$ cat config.mk
export PLATFORM = sky130hd
export DESIGN_NAME = key_matrix_scanner_flat
export DESIGN_NICKNAME = d
export VERILOG_FILES = /design/src/rtl/key_matrix_scanner_if.sv /design/src/rtl/key_matrix_scanner.sv /design/src/flat_wrapper.sv
export SDC_FILE = /design/constraint.sdc
export NUM_CORES = 1
export LEC_CHECK = 0
export BUFFER_PORTS_ARGS = -buffer_cell sky130_fd_sc_hd__clkbuf_2
export CELL_PAD_IN_SITES_DETAIL_PLACEMENT = 2
export CELL_PAD_IN_SITES_GLOBAL_PLACEMENT = 2
export CORE_MARGIN = 5
export CORE_UTILIZATION = 39
export DETAILED_ROUTE_END_ITERATION = 7
export PLACE_DENSITY_LB_ADDON = 0.1
export SYNTH_ARGS = -nofsm -noshare
export SYNTH_HDL_FRONTEND = slang
export SYNTH_SLANG_ARGS = --single-unit
$ cat constraint.sdc
create_clock -name clk -period 4.45 [get_ports clk]
set_input_delay 0.2225 -clock clk [delete_from_list [all_inputs] [get_ports clk]]
set_output_delay 0.2225 -clock clk [all_outputs]
set_load 0.03 [all_outputs]
$ cat src/rtl/key_matrix_scanner_if.sv
// key_matrix_scanner_if: valid/ready stream of debounced key press/release events
interface key_matrix_scanner_if #(parameter int KW = 6);
  logic          event_valid;
  logic          event_ready;
  logic [KW-1:0] event_index;
  logic          event_pressed;
  modport master (output event_valid, event_index, event_pressed, input event_ready);
  modport slave (input event_valid, event_index, event_pressed, output event_ready);
endinterface

$ cat src/rtl/key_matrix_scanner.sv
// key_matrix_scanner: column-strobed switch matrix scan with per-key debounce and event stream
module key_matrix_scanner #(
  parameter int ROWS = 8,
  parameter int COLS = 8,
  parameter int SETTLE_CYCLES = 4,
  parameter int DEBOUNCE_SCANS = 2
) (
  input  logic                 clk,
  input  logic                 rst,
  input  logic                 ena,
  input  logic [ROWS-1:0]      rows_in,
  output logic [COLS-1:0]      cols_out,
  output logic [ROWS*COLS-1:0] keys,
  output logic                 frame_done,
  key_matrix_scanner_if.master ev
);
  localparam int KW = $clog2(ROWS*COLS);
  localparam int RBW = ROWS > 1 ? $clog2(ROWS) : 1;
  localparam int CBW = COLS > 1 ? $clog2(COLS) : 1;
  localparam int SW = $clog2(SETTLE_CYCLES);
  localparam int CW = $clog2(DEBOUNCE_SCANS+1);
  if (SETTLE_CYCLES < 3) begin : g_settle_chk
    $error("SETTLE_CYCLES must be at least 3");
  end
  if (DEBOUNCE_SCANS < 1) begin : g_deb_chk
    $error("DEBOUNCE_SCANS must be at least 1");
  end
  typedef enum logic [1:0] {IDLE, DRIVE, UPDATE} state_t;
  state_t          state;
  logic [ROWS-1:0] sync1, row_sync, row_sample;
  logic [CBW-1:0]  c, nc;
  logic [RBW-1:0]  r;
  logic [SW-1:0]   s;
  logic [CW-1:0]   cnt [ROWS*COLS];
  logic [KW-1:0]   k;
  logic            raw, commit, stall, last_row, last_col;
  assign k = KW'(int'(r) * COLS + int'(c));
  assign raw = ~row_sample[r];
  assign commit = raw != keys[k] && cnt[k] == CW'(DEBOUNCE_SCANS-1);
  assign stall = commit && ev.event_valid && !ev.event_ready;
  assign last_row = r == RBW'(ROWS-1);
  assign last_col = c == CBW'(COLS-1);
  assign nc = last_col ? '0 : c + 1'b1;
  always_ff @(posedge clk) begin
    if (rst) begin
      state <= IDLE;
      sync1 <= '1;
      row_sync <= '1;
      row_sample <= '1;
      c <= '0;
      r <= '0;
      s <= '0;
      for (int i = 0; i < ROWS*COLS; i++) cnt[i] <= '0;
      cols_out <= '1;
      keys <= '0;
      frame_done <= 1'b0;
      ev.event_valid <= 1'b0;
      ev.event_index <= '0;
      ev.event_pressed <= 1'b0;
    end else begin
      sync1 <= rows_in;
      row_sync <= sync1;
      frame_done <= 1'b0;
      if (ev.event_valid && ev.event_ready) ev.event_valid <= 1'b0;
      case (state)
        IDLE: if (ena) begin
          state <= DRIVE;
          s <= '0;
          cols_out <= ~(COLS'(1) << c);
        end
        DRIVE: begin
          s <= s + 1'b1;
          if (s == SW'(SETTLE_CYCLES-1)) begin
            row_sample <= row_sync;
            r <= '0;
            state <= UPDATE;
          end
        end
        default: if (!stall) begin
          if (raw == keys[k]) cnt[k] <= '0;
          else if (commit) begin
            keys[k] <= raw;
            cnt[k] <= '0;
            ev.event_valid <= 1'b1;
            ev.event_index <= k;
            ev.event_pressed <= raw;
          end else cnt[k] <= cnt[k] + 1'b1;
          r <= r + 1'b1;
          if (last_row) begin
            c <= nc;
            frame_done <= last_col;
            s <= '0;
            state <= ena ? DRIVE : IDLE;
            cols_out <= ena ? ~(COLS'(1) << nc) : '1;
          end
        end
      endcase
    end
  end
endmodule

$ cat src/flat_wrapper.sv
// flat-port wrapper written by rule: the top's interface ports become plain ports
module key_matrix_scanner_flat 
#(
  parameter int ROWS = 8,
  parameter int COLS = 8,
  parameter int SETTLE_CYCLES = 4,
  parameter int DEBOUNCE_SCANS = 2
)
  (clk, rst, ena, rows_in, cols_out, keys, frame_done, ev_event_valid, ev_event_index, ev_event_pressed, ev_event_ready);
  key_matrix_scanner_if #(.KW(6)) ev_i ();
  input  logic clk;
  input  logic rst;
  input  logic ena;
  input  logic [ROWS-1:0] rows_in;
  output logic [COLS-1:0] cols_out;
  output logic [ROWS*COLS-1:0] keys;
  output logic frame_done;
  output wire logic [$bits(ev_i.event_valid)-1:0] ev_event_valid;
  output wire logic [$bits(ev_i.event_index)-1:0] ev_event_index;
  output wire logic [$bits(ev_i.event_pressed)-1:0] ev_event_pressed;
  input wire logic [$bits(ev_i.event_ready)-1:0] ev_event_ready;
  assign ev_event_valid = ev_i.event_valid;
  assign ev_event_index = ev_i.event_index;
  assign ev_event_pressed = ev_i.event_pressed;
  assign ev_i.event_ready = ev_event_ready;
  key_matrix_scanner #(.ROWS(ROWS), .COLS(COLS), .SETTLE_CYCLES(SETTLE_CYCLES), .DEBOUNCE_SCANS(DEBOUNCE_SCANS)) u_core (.clk(clk), .rst(rst), .ena(ena), .rows_in(rows_in), .cols_out(cols_out), .keys(keys), .frame_done(frame_done), .ev(ev_i));
endmodule
After elaboration in Yosys (flattened, before gate mapping)

Memory sizes are Yosys's and may differ from the RTL's.
Index checks and enable logic that the tools add are counted.

Add/sub/neg operators: 5
Magnitude comparators: 3
Equal/unequal tests: 12
Shift operators: 2
Muxes and demuxes: 55
Bitwise logic cells: 11
Reductions and logical operators: 19

Operator list:

| cell                                                              | count |
|---|---|
| bitwise mux 64 bit                                                | 1 |
| two-way mux 8 bit                                                 | 4 |
| two-way mux 1 bit                                                 | 29 |
| two-way mux 2 bit                                                 | 10 |
| inverter 8 bit                                                    | 2 |
| one-hot mux 8 bit (2 select lines)                                | 1 |
| << shifter 1 x 3 -> 8 bit, first input constant                   | 2 |
| AND reduction 4 bit                                               | 3 |
| two-way mux 3 bit                                                 | 3 |
| AND reduction 3 bit                                               | 3 |
| one-hot mux 2 bit (2 select lines)                                | 2 |
| < comparator 6 x 7 -> 1 bit, second input constant                | 1 |
| inverter 1 bit                                                    | 7 |
| adder 3 x 1 -> 3 bit, second input constant                       | 2 |
| adder 6 x 3 -> 6 bit                                              | 1 |
| binary-select mux 1 bit (select 6 bit)                            | 1 |
| demux 1 bit (select 6 bit)                                        | 1 |
| == test 3 bit, second input constant                              | 2 |
| greater-or-equal comparator 6 x 1 -> 1 bit, second input constant | 1 |
| two-way mux 6 bit                                                 | 1 |
| inequality test 2 bit, second input constant                      | 3 |
| one-hot mux 3 bit (2 select lines)                                | 1 |
| logical AND 1 bit                                                 | 5 |
| OR reduction 5 bit                                                | 1 |
| 16 further kinds                                                  | 20 |

Register bits after elaboration: 115
RAM bits: 128
Input bits: 12
Output and inout port bits: 81
Word-level logic and storage cells: 121
Memories: 1

Memory list:

| name       | words | bits a word | rd ports | clocked after Yosys merged registers in | write ports | line                     | text |
|---|---|---|---|---|---|---|---|
| u_core.cnt | 64    | 2           | 1        | 0                                       | 64          | key_matrix_scanner.sv:34 | `logic [CW-1:0] cnt [ROWS*COLS];` |

Longest topological paths before layout

Gate-level depths: netlist of the first run.

Depth in word-level cells: 15
Mapped depth: 21
Gate-level depth less buffers: 14

Worst setup path before layout of the first run

OpenSTA, ideal clock, no wires.

Kind: register -> register
Start point: reg u_core.c[2]
End point: reg u_core.s[0]
Setup time: 0.101 ns
Arrival: 3.725 ns
Required time: 4.349 ns
Slack: 0.624 ns
Stages on the path, launching flop included: 20
Buffers on the path: 6
Period minus slack after synthesis: 3.826 ns
Path through: dfxtp_1 > buf_2 > buf_2 > buf_2 > buf_4 > clkbuf_1 > nor3_1 > a22o_1 > a221oi_1 > o21ai_0 > a31oi_1 > o22ai_1 > a21oi_1 > ha_1 > clkbuf_1 > nand2_1 > or2_2 > mux2i_2 > nor3_2 > o41ai_1

Word-level cells in the longest chain between the ends: 9
Elaborated cells on any way between the ends: 11
Classes of those cells: add/sub: 1; eq/ne: 3; mux: 2; reduce/logical: 4; memory: 1

Ends and longest elaborated chain:

| what                                     | line                     | text |
|---|---|---|
| from (decl)                              | key_matrix_scanner.sv:31 | `logic [CBW-1:0] c, nc;` |
| from (signal assigned)                   | key_matrix_scanner.sv:90 | `c <= nc;` |
| adder 6 x 3 -> 6 bit *                   | key_matrix_scanner.sv:37 | `assign k = KW'(int'(r) * COLS + int'(c));` |
| binary-select mux 1 bit (select 6 bit)   | key_matrix_scanner.sv:39 | `assign commit = raw != keys[k] && cnt[k] == CW'(DEBOUNCE_SCANS-1);` |
| two-way mux 1 bit (implied by the code)  | key_matrix_scanner.sv:39 |  |
| inequality test 1 bit                    | key_matrix_scanner.sv:39 |  |
| logical AND 1 bit *                      | key_matrix_scanner.sv:39 |  |
| logical AND 1 bit * (2 in a row)         | key_matrix_scanner.sv:40 | `assign stall = commit && ev.event_valid && !ev.event_ready;` |
| inequality test 3 bit (no source line) * | --                       |  |
| AND reduction 3 bit (no source line) *   | --                       |  |
| to (signal assigned)                     | key_matrix_scanner.sv:72 | `s <= s + 1'b1;` |
| to (decl)                                | key_matrix_scanner.sv:33 | `logic [SW-1:0] s;` |

Mark *: on every way between the ends. The rest lies on a longest branch, timed or not. The select of a mux whose other input is x is not followed.
A chain may end at the register's enable or synchronous reset.

Worst setup path after layout of the first run

Start point: reg u_core.c[1]
End point: reg u_core.c[0]

Word-level cells in the longest chain between the ends: 9
Elaborated cells on any way between the ends: 13
Classes of those cells: add/sub: 1; eq/ne: 3; mux: 3; bitwise: 1; reduce/logical: 4; memory: 1

Ends and longest elaborated chain:

| what                                    | line |
|---|---|
| adder 6 x 3 -> 6 bit                    | key_matrix_scanner.sv:37 |
| binary-select mux 1 bit (select 6 bit)  | key_matrix_scanner.sv:39 |
| two-way mux 1 bit (implied by the code) | key_matrix_scanner.sv:39 |
| inequality test 1 bit                   | key_matrix_scanner.sv:39 |
| logical AND 1 bit                       | key_matrix_scanner.sv:39 |
| logical AND 1 bit (2 in a row)          | key_matrix_scanner.sv:40 |
| inverter 1 bit (no source line)         | -- |
| AND reduction 3 bit (no source line)    | -- |

Several ways; a longest one is shown, not always the timed one. The select of a mux whose other input is x is not followed.

==> run summary, run 1 <==
layout cells sized above 1: 0.240
Core Region: 30800 um^2
Area Growth Syn to Fin: 15.8%
number of global-route vias before repair: 11300
FP Rows: 64
Pwr Total: 4.83 mW
Max VDD drop: 276 uV
CP max-delay cell: dfxtp_2
crit path max fanout: 15
#FFs+latches synth: 243
RSZ-0062 raised after global routing: false
Relative slew margins: 0.107
DRT Pass-1 Iters: 5
CTS root buf: clkbuf_16
largest net degree at the start of global routing: 68
CTS tree: built
Worst Hold Class: in -> reg
hpwl dp: 30.3 mm
Crit Path Class: reg -> reg
reg2reg end: u_core.c[0]
Post-synth EDFFs: 128
initial drt markers: 741
Worst EP arrival: 4.52 ns
Inserted Clock Buffers: 29
grt ovf: 0
yosys synthesis warning count: 0
CP Cell Sequence: clkinv_1 > nor3_2 > buf_4 > a22oi_1 > a31oi_1 > a21oi_1 > nand3_1 > a21oi_1 > ha_1 > nand2_1 > or2_2 > mux2i_2 > nor3_2 > mux2i_1
syn_nets: 1243
PwrDens: 341 nW/um^2
Setup Skew: 0.0200 ns
DR vias: 10400
Crit Reg-Reg Startpoint: u_core.c[1]
Synth Cell Area: 12200 um^2
setup_tns: 0 ns
Design Area, Final: 14200 um^2
Starting Density: 0.397
Max Slew Vio Count: 0
Multi-input gate area: 5520 um^2
synth unique cells: 69
Max Cap Viol: 0
f_max: 0.244 GHz
final hold vios: 0
nature of the critical path endpoint: flop
syn_area_per_cell: 10.0 um^2
status: completed
H-tree Lvls: 1
routed vias/inst: 6.03
number of diodes: 0
final WL: 44.1 mm
latest clock arrival within the worst-skew pair: 0.56 ns
fin crit share: 0.921
post-synth top area share: 0.314
GPL Wtd Cong: 0.799
Antenna Nets Post-Route: 0
clk slew on worst S/H paths: 0.06 ns
Storage cell area: 6150 um^2
IO Pins: 93
Worst Setup Start Kind: flop
filler instances: 3250
placed instance area: 13200 um^2
Leakage: 4.60 nW
total track usage: 0.247
Synth area leaders: edfxtp_1 (31%), dfxtp_1 (19%), o21ai_0 (8.2%)
IO buf count: 92
initial antenna violation count: 0
Post-Synthesis Cells: 1221
delay of the slowest cell on the worst path: 0.54 ns
Die W: 187 um
Avg WL per Cell: 25.7 um
CP Launch Point: u_core.c[1]
Worst Reg-to-Reg Cells: 14
ys flop type: edfxtp_1
first-pass GRT wire length: 68.8 mm
Die Y: 187 um
Worst Setup EP: u_core.c[0]
Reg2Reg Setup Slack: 0.35 ns
Synth area leader: edfxtp_1
final net count: 1322
sequential fraction of the synthesis area: 0.502
worst slew pin tran: 1.33 ns
Util after Layout: 0.460
CTS max path bufs: 3
Finish-stage setup viols: 0
full die area: 35000 um^2
Residual DRC: 0
Required @ worst endpoint: 4.88 ns
Clock Sink Count: 243
Synth async-reset ratio: 0
post-CTS setup buffers: 0
minimum clock period: 4.10 ns
-- routing by layer --
metal / global-route usage / vias to the layer above / routed length, um
met3: 0.0328 / 61 / 2150
met5: 0 / - / 0
met1: 0.333 / 5373 / 19500
li1: - / 4650 / -
met2: 0.424 / 285 / 21600
met4: 0.0563 / 0 / 935
-- placed cells by master (no fill, tap or decap), types with 9 or more instances in the layout --
cell | Yosys | final
a21oi_1 | 75 | 75
a221o_1 | 9 | 9
a221oi_1 | 17 | 17
a22oi_1 | 23 | 23
a31oi_1 | 10 | 10
buf_12 | 7 | 9
buf_4 | 1 | 48
clkbuf_1 | 64 | 10
clkbuf_16 | 0 | 29
clkbuf_2 | 0 | 91
dfxtp_1 | 115 | 112
edfxtp_1 | 128 | 128
ha_1 | 10 | 10
mux2_2 | 11 | 11
mux2i_1 | 19 | 19
mux4_2 | 12 | 12
nand2_1 | 118 | 117
nand3_1 | 28 | 27
nor2_1 | 92 | 91
nor2_4 | 61 | 61
nor3_1 | 72 | 66
o21ai_0 | 201 | 201
or2_2 | 18 | 18
-- synth_stat cells (9+ instances only) --
cell	n
mux4_2	12
a221oi_1	17
nor3_1	72
nand3_1	28
clkbuf_1	64
buf_2	24
a21oi_1	75
a221o_1	9
mux2_2	11
o21ai_0	201
a22oi_1	23
mux2i_1	19
nor2_4	61
edfxtp_1	128
or2_2	18
nand2_1	118
a31oi_1	10
ha_1	10
nor2_1	92
dfxtp_1	115
-- final cells by class --
| type | count | share of cell area |
|---|---|---|
| sequential | 243 | 0.434 |
| multi-input combinational | 859 | 0.389 |
| inverter | 10 | 0.00265 |
| clock inverter | 9 | 0.00318 |
| clock buffer | 45 | 0.0597 |
| timing repair buffer | 157 | 0.0767 |
| tap | 396 | 0.0349 |
-- critical path: cells and delay by family, from the launching register on --
family,cells,cell delay (ns)
buffers and inverters,2,0.60
adders and majority gates,1,0.25
AOI/OAI and AO/OA,4,0.58
DFF,1,0.54
and+or+nand+nor,5,1.41
muxes,2,0.57
-- logic make-up after synthesis --
group                      share of synthesized area
AOI/OAI and AO/OA                              0.178
xor gates and xnor gates                     0.00296
adders and majority gates                     0.0102
buffers and inverters                         0.0525
DFF                                            0.502
muxes                                         0.0596
and+or+nand+nor                                0.195
-- state kept, by name, indices dropped and copies added, names as in the netlist, 3 cells and up --
name,count
u_core.c,3
u_core.cnt,128
u_core.cols_out,8
u_core.ev.event_index,6
u_core.keys,64
u_core.r,3
u_core.row_sample,8
u_core.row_sync,8
u_core.sync1,8
-- stage by stage --
step                setup WS, ns  instances  hold slack, ns
floorplan                  0.624       1221           0.326
global placement           0.448       1657           0.392
detailed placement         0.276       1657           0.398
CTS                        0.224       1719          0.0649
global route              0.0375       1719          0.0974
finish                     0.352       1719          0.0736
-- worst min path at each step --
stage / start / end / slack, ns / cells after the start
2_1_floorplan: rows_in[0] / u_core.sync1[0] / 0.33 / 1
3_3_place_gp: u_core.sync1[4] / u_core.row_sync[4] / 0.39 / 1
3_5_place_dp: u_core.sync1[2] / u_core.row_sync[2] / 0.40 / 1
4_1_cts: ena / u_core.state[0] / 0.06 / 3
5_1_grt: ena / u_core.state[0] / 0.1 / 3
6_report: ena / u_core.state[0] / 0.07 / 3
-- power by group --
group / total (mW) / internal (mW) / switching [mW]
sequential: 2.44 / 2.42 / 0.0266
combinational: 0.144 / 0.0478 / 0.0965
clock: 2.24 / 1.30 / 0.947
total: 4.83 / 3.76 / 1.07
-- repair_timing --
item | 4_1_cts | 5_1_grt
hold endpoints to repair | 8 | 0
resized for setup | 0 | 2
hold buffers | 8 | 0
endpoints found under the setup margin | 0 | 63
Note: power is estimated with default switching activity, not from simulation.
==> run 2, diff against run 1 <==
--- a/config.mk
+++ b/config.mk
@@ -9,7 +9,7 @@
 export CELL_PAD_IN_SITES_DETAIL_PLACEMENT = 2
 export CELL_PAD_IN_SITES_GLOBAL_PLACEMENT = 2
 export CORE_MARGIN = 5
-export CORE_UTILIZATION = 39
+export CORE_UTILIZATION = 35
 export DETAILED_ROUTE_END_ITERATION = 7
 export PLACE_DENSITY_LB_ADDON = 0.1
 export SYNTH_ARGS = -nofsm -noshare
==> constraint.sdc (replaced) <==
create_clock -name clk -period 3.6 [get_ports clk]
set_input_delay 0.18 -clock clk [delete_from_list [all_inputs] [get_ports clk]]
set_output_delay 0.18 -clock clk [all_outputs]
set_load 0.03 [all_outputs]
==> run summary, run 2 (synthesis results as in run 1) <==
FP Rows: 68 (+6.3%)
largest net degree at the start of global routing: 69 (+1.5%)
Die W: 197 um (+5.3%)
Max Cap Viol: 0 (unchanged)
met3 WL: 1.56 mm (-27%)
pre-CTS WS: -0.299 ns (-0.575 ns)
largest register by flop count: u_core.cnt
H-tree Lvls: 1 (unchanged)
full die area: 38800 um^2 (+11%)
Clk pwr share: 0.476 (+0.012)
final net count: 1376 (+4.1%)
latest clock arrival within the worst-skew pair: 0.56 ns (about the same)
Max Slew Vio Count: 0 (unchanged)
GPL Wtd Cong: 0.823 (+3.0%)
initial antenna violation count: 1 (+1)
number of global-route vias before repair: 11300 (-0.098%)
nature of the critical path endpoint: flop
Crit Reg-Reg Startpoint: u_core.c[1]
Leakage: 4.92 nW (+7.0%)
Required @ worst endpoint: 4.01 ns (-0.87 ns)
Max VDD drop: 340 uV (+23%)
Util after Layout: 0.431 (-0.0284)
Core Region: 34500 um^2 (+12%)
final hold vios: 0 (unchanged)
Residual DRC: 0 (unchanged)
number of diodes: 0 (unchanged)
Avg WL per Cell: 25.2 um (-1.7%)
Setup Skew: 0.0100 ns (-0.00997 ns)
commonest non-fill, non-tap cells in the layout: o21ai_0 (185), edfxtp_1 (128), nand2_1 (115)
most common cell after layout, fill and taps aside: o21ai_0
fin crit share: 0.980 (+0.0594)
Relative slew margins: 0.425 (+0.318)
f_max: 0.283 GHz (+16%)
sequential share of power: 0.494 (-0.012)
Worst Min Path Start: rst
Area Growth Syn to Fin: 21.7%
crit path max fanout: 18 (+3)
Comb power frac: 0.030 (about the same)
CTS root buf: clkbuf_16
Die Y: 197 um (+5.3%)
switching power: 1.35 mW (+26%)
fin cells: 1830 (+6.5%)
filler instances: 3701 (+14%)
clk slew on worst S/H paths: 0.06 ns (about the same)
Worst EP arrival: 3.94 ns (-0.58 ns)
placed instance area: 13700 um^2 (+4.1%)
RSZ-0062 raised after global routing: true
Antenna Nets Post-Route: 0 (unchanged)
CTS tree: built
worst slew pin tran: 0.863 ns (-0.466 ns)
WL met1: 20.7 mm (+6.3%)
Internal Pwr Total: 4.76 mW (+27%)
DR vias: 10400 (+0.74%)
max reg flops: 128 (unchanged)
Final Worst Setup Slack: 0.0708 ns (-0.281 ns)
Cells after DPL: 1763 (+6.4%)
routed vias/inst: 5.71 (-5.4%)
Finish-stage setup viols: 0 (unchanged)
routed length on met2: 23.1 mm (+6.9%)
CTS max path bufs: 3 (unchanged)
PwrDens: 410 nW/um^2 (+20%)
hpwl dp: 32.1 mm (+6.2%)
Worst Hold Class: in -> reg
Clock Sink Count: 243 (unchanged)
Starting Density: 0.354 (-0.0427)
grt ovf: 0 (unchanged)
Worst Setup Start Kind: flop
status: completed
Crit Path Class: reg -> reg
switch share: 0.221 (-0.000743)
DR top layer: met5
total track usage: 0.232 (-0.0151)
IO buf count: 92 (unchanged)
CP Launch Point: u_core.c[1]
final WL: 46.2 mm (+4.7%)
first-pass GRT wire length: 70.0 mm (+1.8%)
DRT Pass-1 Iters: 8 (+3)
Pwr Total: 6.11 mW (+26%)
layout cells sized above 1: 0.283 (+0.0425)
biggest regs: u_core.cnt x128, u_core.keys x64
IO Pins: 93 (unchanged)
minimum clock period: 3.53 ns (-0.569 ns)
Design Area, Final: 14900 um^2 (+5.1%)
initial drt markers: 676 (-8.8%)
Inserted Clock Buffers: 29 (unchanged)
## run 2: cell types whose count changed in the layout (fill, tap and decap cells not counted), moves of 3 or more
cell      before  now
buf_12         9   17
buf_4         48   89
buf_6          1    4
clkinv_1       5    0
dfxtp_4        0    3
o21ai_0      201  185
o21ai_1        1   17
## run 2: power groups by stage
| stage | Clock, mW | Combinational [mW] | Sequential [mW] |
|---|---|---|---|
| finish | 2.91 | 0.183 | 3.02 |
| detailed placement | 0 | 0.171 | 3.08 |
| global route | 3.11 | 0.199 | 3.02 |
| floorplan | 0 | 0.106 | 3.07 |
| global placement | 0 | 0.164 | 3.08 |
| CTS | 2.98 | 0.182 | 3.02 |
## run 2: metrics by stage
stage                     TNS [ns]  hold slack, ns
after CTS                        0          0.0929
after global placement       -7.46           0.362
final                            0           0.111
after global routing       -0.0744           0.117
after detailed placement    -20.20           0.371
after floorplan                  0           0.284
## run 2: area by class of cell
| cell class | count | area [um^2] | share of cell area |
|---|---|---|---|
| sequential | 243 | 6160 | 0.413 |
| multi-input combinational | 859 | 5600 | 0.376 |
| timing repair buffer | 211 | 1610 | 0.108 |
| clock buffer | 47 | 875 | 0.0587 |
| tap | 455 | 569 | 0.0382 |
| clock inverter | 5 | 50.0 | 0.00336 |
| inverter | 10 | 40.0 | 0.00269 |
## run 2: timing repair
item	CTS	global route
resized for setup	13	32
buffers inserted	0	5
pin swaps	1	4
setup endpoints to repair	330	240
endpoints found under the hold margin	10	0
hold buffers	10	0
gates cloned	0	0
## run 2: path summary, 6_finish.rpt
check,slack (ns),to,depth (start not counted)
max reg2reg,0.07,u_core.cnt[51][0],12
min reg2reg,0.41,u_core.row_sync[6],1
max,0.07,u_core.cnt[51][0],12
min,0.11,u_core.keys[24],2
## run 2: critical path, stage by stage, from the launching register on
cell and delay [ns]:
dfxtp_4 0.45, buf_4 0.16, buf_6 0.19, mux4_1 0.61, mux2i_2 0.24, o221ai_2 0.18, a211o_1 0.33, ha_2 0.23
nor2_2 0.13, nand2_1 0.06, or3_4 0.46, buf_12 0.23, nor2_4 0.09
## run 2: layer usage
metal / track usage / vias up
li1: - / 4751
met1: 0.317 / 5448
met2: 0.400 / 194
met3: 0.0254 / 51
met4: 0.0480 / 2
met5: 0 / -
==> run 3, diff against run 2 <==
--- a/config.mk
+++ b/config.mk
@@ -5,13 +5,15 @@
 export SDC_FILE = /design/constraint.sdc
 export NUM_CORES = 1
 export LEC_CHECK = 0
+export ABC_AREA = 1
 export BUFFER_PORTS_ARGS = -buffer_cell sky130_fd_sc_hd__clkbuf_2
 export CELL_PAD_IN_SITES_DETAIL_PLACEMENT = 2
 export CELL_PAD_IN_SITES_GLOBAL_PLACEMENT = 2
 export CORE_MARGIN = 5
-export CORE_UTILIZATION = 35
+export CORE_UTILIZATION = 32
 export DETAILED_ROUTE_END_ITERATION = 7
 export PLACE_DENSITY_LB_ADDON = 0.1
+export SLEW_MARGIN = 15
 export SYNTH_ARGS = -nofsm -noshare
 export SYNTH_HDL_FRONTEND = slang
 export SYNTH_SLANG_ARGS = --single-unit
==> run summary, run 3 <==
RSZ-0062 raised after global routing: true
crit path max fanout: 15 (-3)
Util after Layout: 0.402 (-0.0298)
number of diodes: 0 (unchanged)
Min-Delay Path Depth: 5 (+3)
Synth area leader: edfxtp_1
Max Cap Viol: 0 (unchanged)
CP Cell Sequence: inv_2 > nand2_2 > inv_1 > buf_6 > a22o_1 > a221oi_2 > nand4_1 > nand2_2 > nand2_1 > nor3_2 > ha_2 > inv_1 > nor2_4 > nand4_1 > nand3_4 > buf_12 > clkbuf_16 > nand2_1 > nand2_1
post-synth top area share: 0.303 (-0.0106)
grt ovf: 0 (unchanged)
CP max-delay cell: dfxtp_4
most common cell after layout, fill and taps aside: nand2_1
initial drt markers: 735 (+8.7%)
CTS root buf: clkbuf_16
IO Pins: 93 (unchanged)
IO buf count: 92 (unchanged)
Synth Cell Area: 12700 um^2 (+3.5%)
Core Region: 38900 um^2 (+13%)
delay-heaviest family, CP: simple AND/OR/NAND/NOR gates
final hold vios: 0 (unchanged)
Buffers & Inverters on Critical Path: 6 (+3)
Synth area leaders: edfxtp_1 (30%), dfxtp_1 (18%), nand2_1 (14%)
syn_area_per_cell: 7.74 um^2 (-23%)
Crit Path Class: reg -> reg
Area Growth Syn to Fin: 23.4%
hold endpoint: u_core.state[0]
FP Rows: 72 (+5.9%)
CTS max path bufs: 3 (unchanged)
GPL Wtd Cong: 0.790 (-4.0%)
fin crit share: 0.977 (-0.00311)
hpwl dp: 36.0 mm (+12%)
PwrDens: 410 nW/um^2 (about the same)
cell mode on critical path: nand2_1
Worst EP arrival: 3.78 ns (-0.16 ns)
CTS tree: built
latest clock arrival within the worst-skew pair: 0.60 ns (+0.04 ns)
top cells by count, synth: nand2_1 (458), inv_1 (223), nand4_1 (141)
Worst Setup Start Kind: flop
Reg2Reg Setup Slack: 0.08 ns (about the same)
Pwr Total: 6.41 mW (+4.8%)
Synth async-reset ratio: 0 (unchanged)
initial antenna violation count: 0 (-1)
worst slew pin tran: 1.10 ns (+0.238 ns)
sequential fraction of the synthesis area: 0.485 (-0.0169)
Finish-stage setup viols: 0 (unchanged)
filler instances: 4530 (+22%)
H-tree Lvls: 1 (unchanged)
Antenna Nets Post-Route: 0 (unchanged)
Worst Min Path Start: ena
Relative slew margins: 0.266 (-0.159)
Leakage: 7.04 nW (+43%)
clk slew on worst S/H paths: 0.07 ns (about the same)
routed vias/inst: 5.29 (-7.3%)
Max VDD drop: 349 uV (+2.7%)
synth unique cells: 37 (-46%)
max reg flops: 128 (unchanged)
Required @ worst endpoint: 3.86 ns (-0.15 ns)
largest register by flop count: u_core.cnt
Crit Reg-Reg Startpoint: u_core.c[0]
minimum clock period: 3.52 ns (-0.0112 ns)
Worst Hold Class: in -> reg
commonest non-fill, non-tap cells in the layout: nand2_1 (449), inv_1 (219), nand4_1 (141)
Residual DRC: 0 (unchanged)
Die W: 209 um (+6.1%)
biggest regs: u_core.cnt x128, u_core.keys x64
layout cells sized above 1: 0.183 (-0.0996)
Worst Reg-to-Reg Cells: 19 (+7)
syn_nets: 1658 (+33%)
nature of the critical path endpoint: flop
DRT Pass-1 Iters: 5 (-3)
yosys synthesis warning count: 0 (unchanged)
Inserted Clock Buffers: 30 (+3.4%)
status: completed
most frequent cell after synthesis: nand2_1
DR vias: 12100 (+16%)
largest net degree at the start of global routing: 97 (+41%)
f_max: 0.284 GHz (+0.32%)
final WL: 52.6 mm (+14%)
reg2reg end: u_core.cnt[38][1]
number of global-route vias before repair: 13100 (+16%)
Setup Skew: 0.0401 ns (+0.0301 ns)
#FFs+latches synth: 243 (unchanged)
setup_tns: 0 ns (unchanged)
first-pass GRT wire length: 78.1 mm (+12%)
delay of the slowest cell on the worst path: 0.40 ns (-0.21 ns)
Post-synth EDFFs: 128 (unchanged)
Die Y: 209 um (+6.1%)
Max Slew Vio Count: 0 (unchanged)
Post-Synthesis Cells: 1636 (+34%)
Avg WL per Cell: 23.0 um (-8.9%)
Starting Density: 0.326 (-0.0289)
Clock Sink Count: 243 (unchanged)
ys flop type: edfxtp_1
final net count: 1771 (+29%)
total track usage: 0.226 (-0.00597)
full die area: 43700 um^2 (+12%)
==> run 3: worst min-delay path, delay by kind of cell <==
| kind | cells | cell delay [ns] |
|---|---|---|
| AOI/OAI and AO/OA | 2 | 0.13 |
| and+or+nand+nor | 1 | 0.08 |
| buffers and inverters | 2 | 0.19 |
==> run 3: worst max path at each step <==
stage / start / to / slack [ns] / cells past startpoint
after floorplan: u_core.c[0] / u_core.cnt[16][0] / 0.21 / 24
after global placement: u_core.c[0] / u_core.cnt[49][0] / 0.08 / 18
after detailed placement: u_core.c[0] / u_core.cnt[50][1] / -0.05 / 18
after CTS: u_core.c[0] / u_core.cnt[0][0] / 0.02 / 18
after global routing: u_core.c[2] / u_core.cnt[55][0] / -0.08 / 20
final: u_core.c[0] / u_core.cnt[38][1] / 0.08 / 19
==> run 3: cell type report <==
| type | instances | area, um^2 | share of cell area |
|---|---|---|---|
| tap | 518 | 648 | 0.0415 |
| clock buffer | 45 | 920 | 0.0588 |
| inverter | 237 | 893 | 0.0571 |
| multi-input combinational | 1028 | 5090 | 0.326 |
| timing repair buffer | 209 | 1810 | 0.116 |
| sequential | 243 | 6160 | 0.394 |
| clock inverter | 11 | 106 | 0.00680 |
==> run 3: stage by stage <==
step	worst slack, ns	std cells	area, um^2	hold slack, ns
final	0.0820	2291	15600	0.0312
after floorplan	0.210	1636	12700	0.284
after global placement	0.0783	2209	14100	0.363
after detailed placement	-0.0497	2209	14100	0.368
after global routing	-0.0777	2291	15600	0.0394
after CTS	0.0159	2273	15200	0.0234
==> run 3: power by group <==
part | leakage, nW | internal (mW) | switching, mW
Clock | 0.499 | 1.84 | 1.32
Combinational | 4.30 | 0.0661 | 0.166
Sequential | 2.25 | 2.98 | 0.0300
Total | 7.04 | 4.89 | 1.52
==> run 3: repair_timing <==
item                                    4_1_cts  5_1_grt
cloned                                        0        8
endpoints found under the setup margin      192      318
setup buffers                                 0       10
resized for setup                             8       37
pin swaps                                     0        6
hold buffers                                  8        0
endpoints found under the hold margin         8        0
==> run 3: cells by family (layout without fill, tap and decap cells) <==
logic type	count (synthesis)	in the layout	share of synthesized area
AND/OR/NAND/NOR	842	842	0.298
buffers and inverters	365	502	0.124
flip-flops	243	243	0.485
AO/OA/AOI/OAI	176	176	0.0830
adder cells (fa/ha/maj)	10	10	0.00988
==> run 3: routing by layer <==
metal	routed length, um	GRT usage	share of wire	vias to the layer above
li1	-	-	-	5653
met1	23100	0.293	0.44	6146
met2	25700	0.392	0.49	237
met3	2190	0.0364	0.042	86
met4	1580	0.0592	0.030	0
met5	0	0	0	-
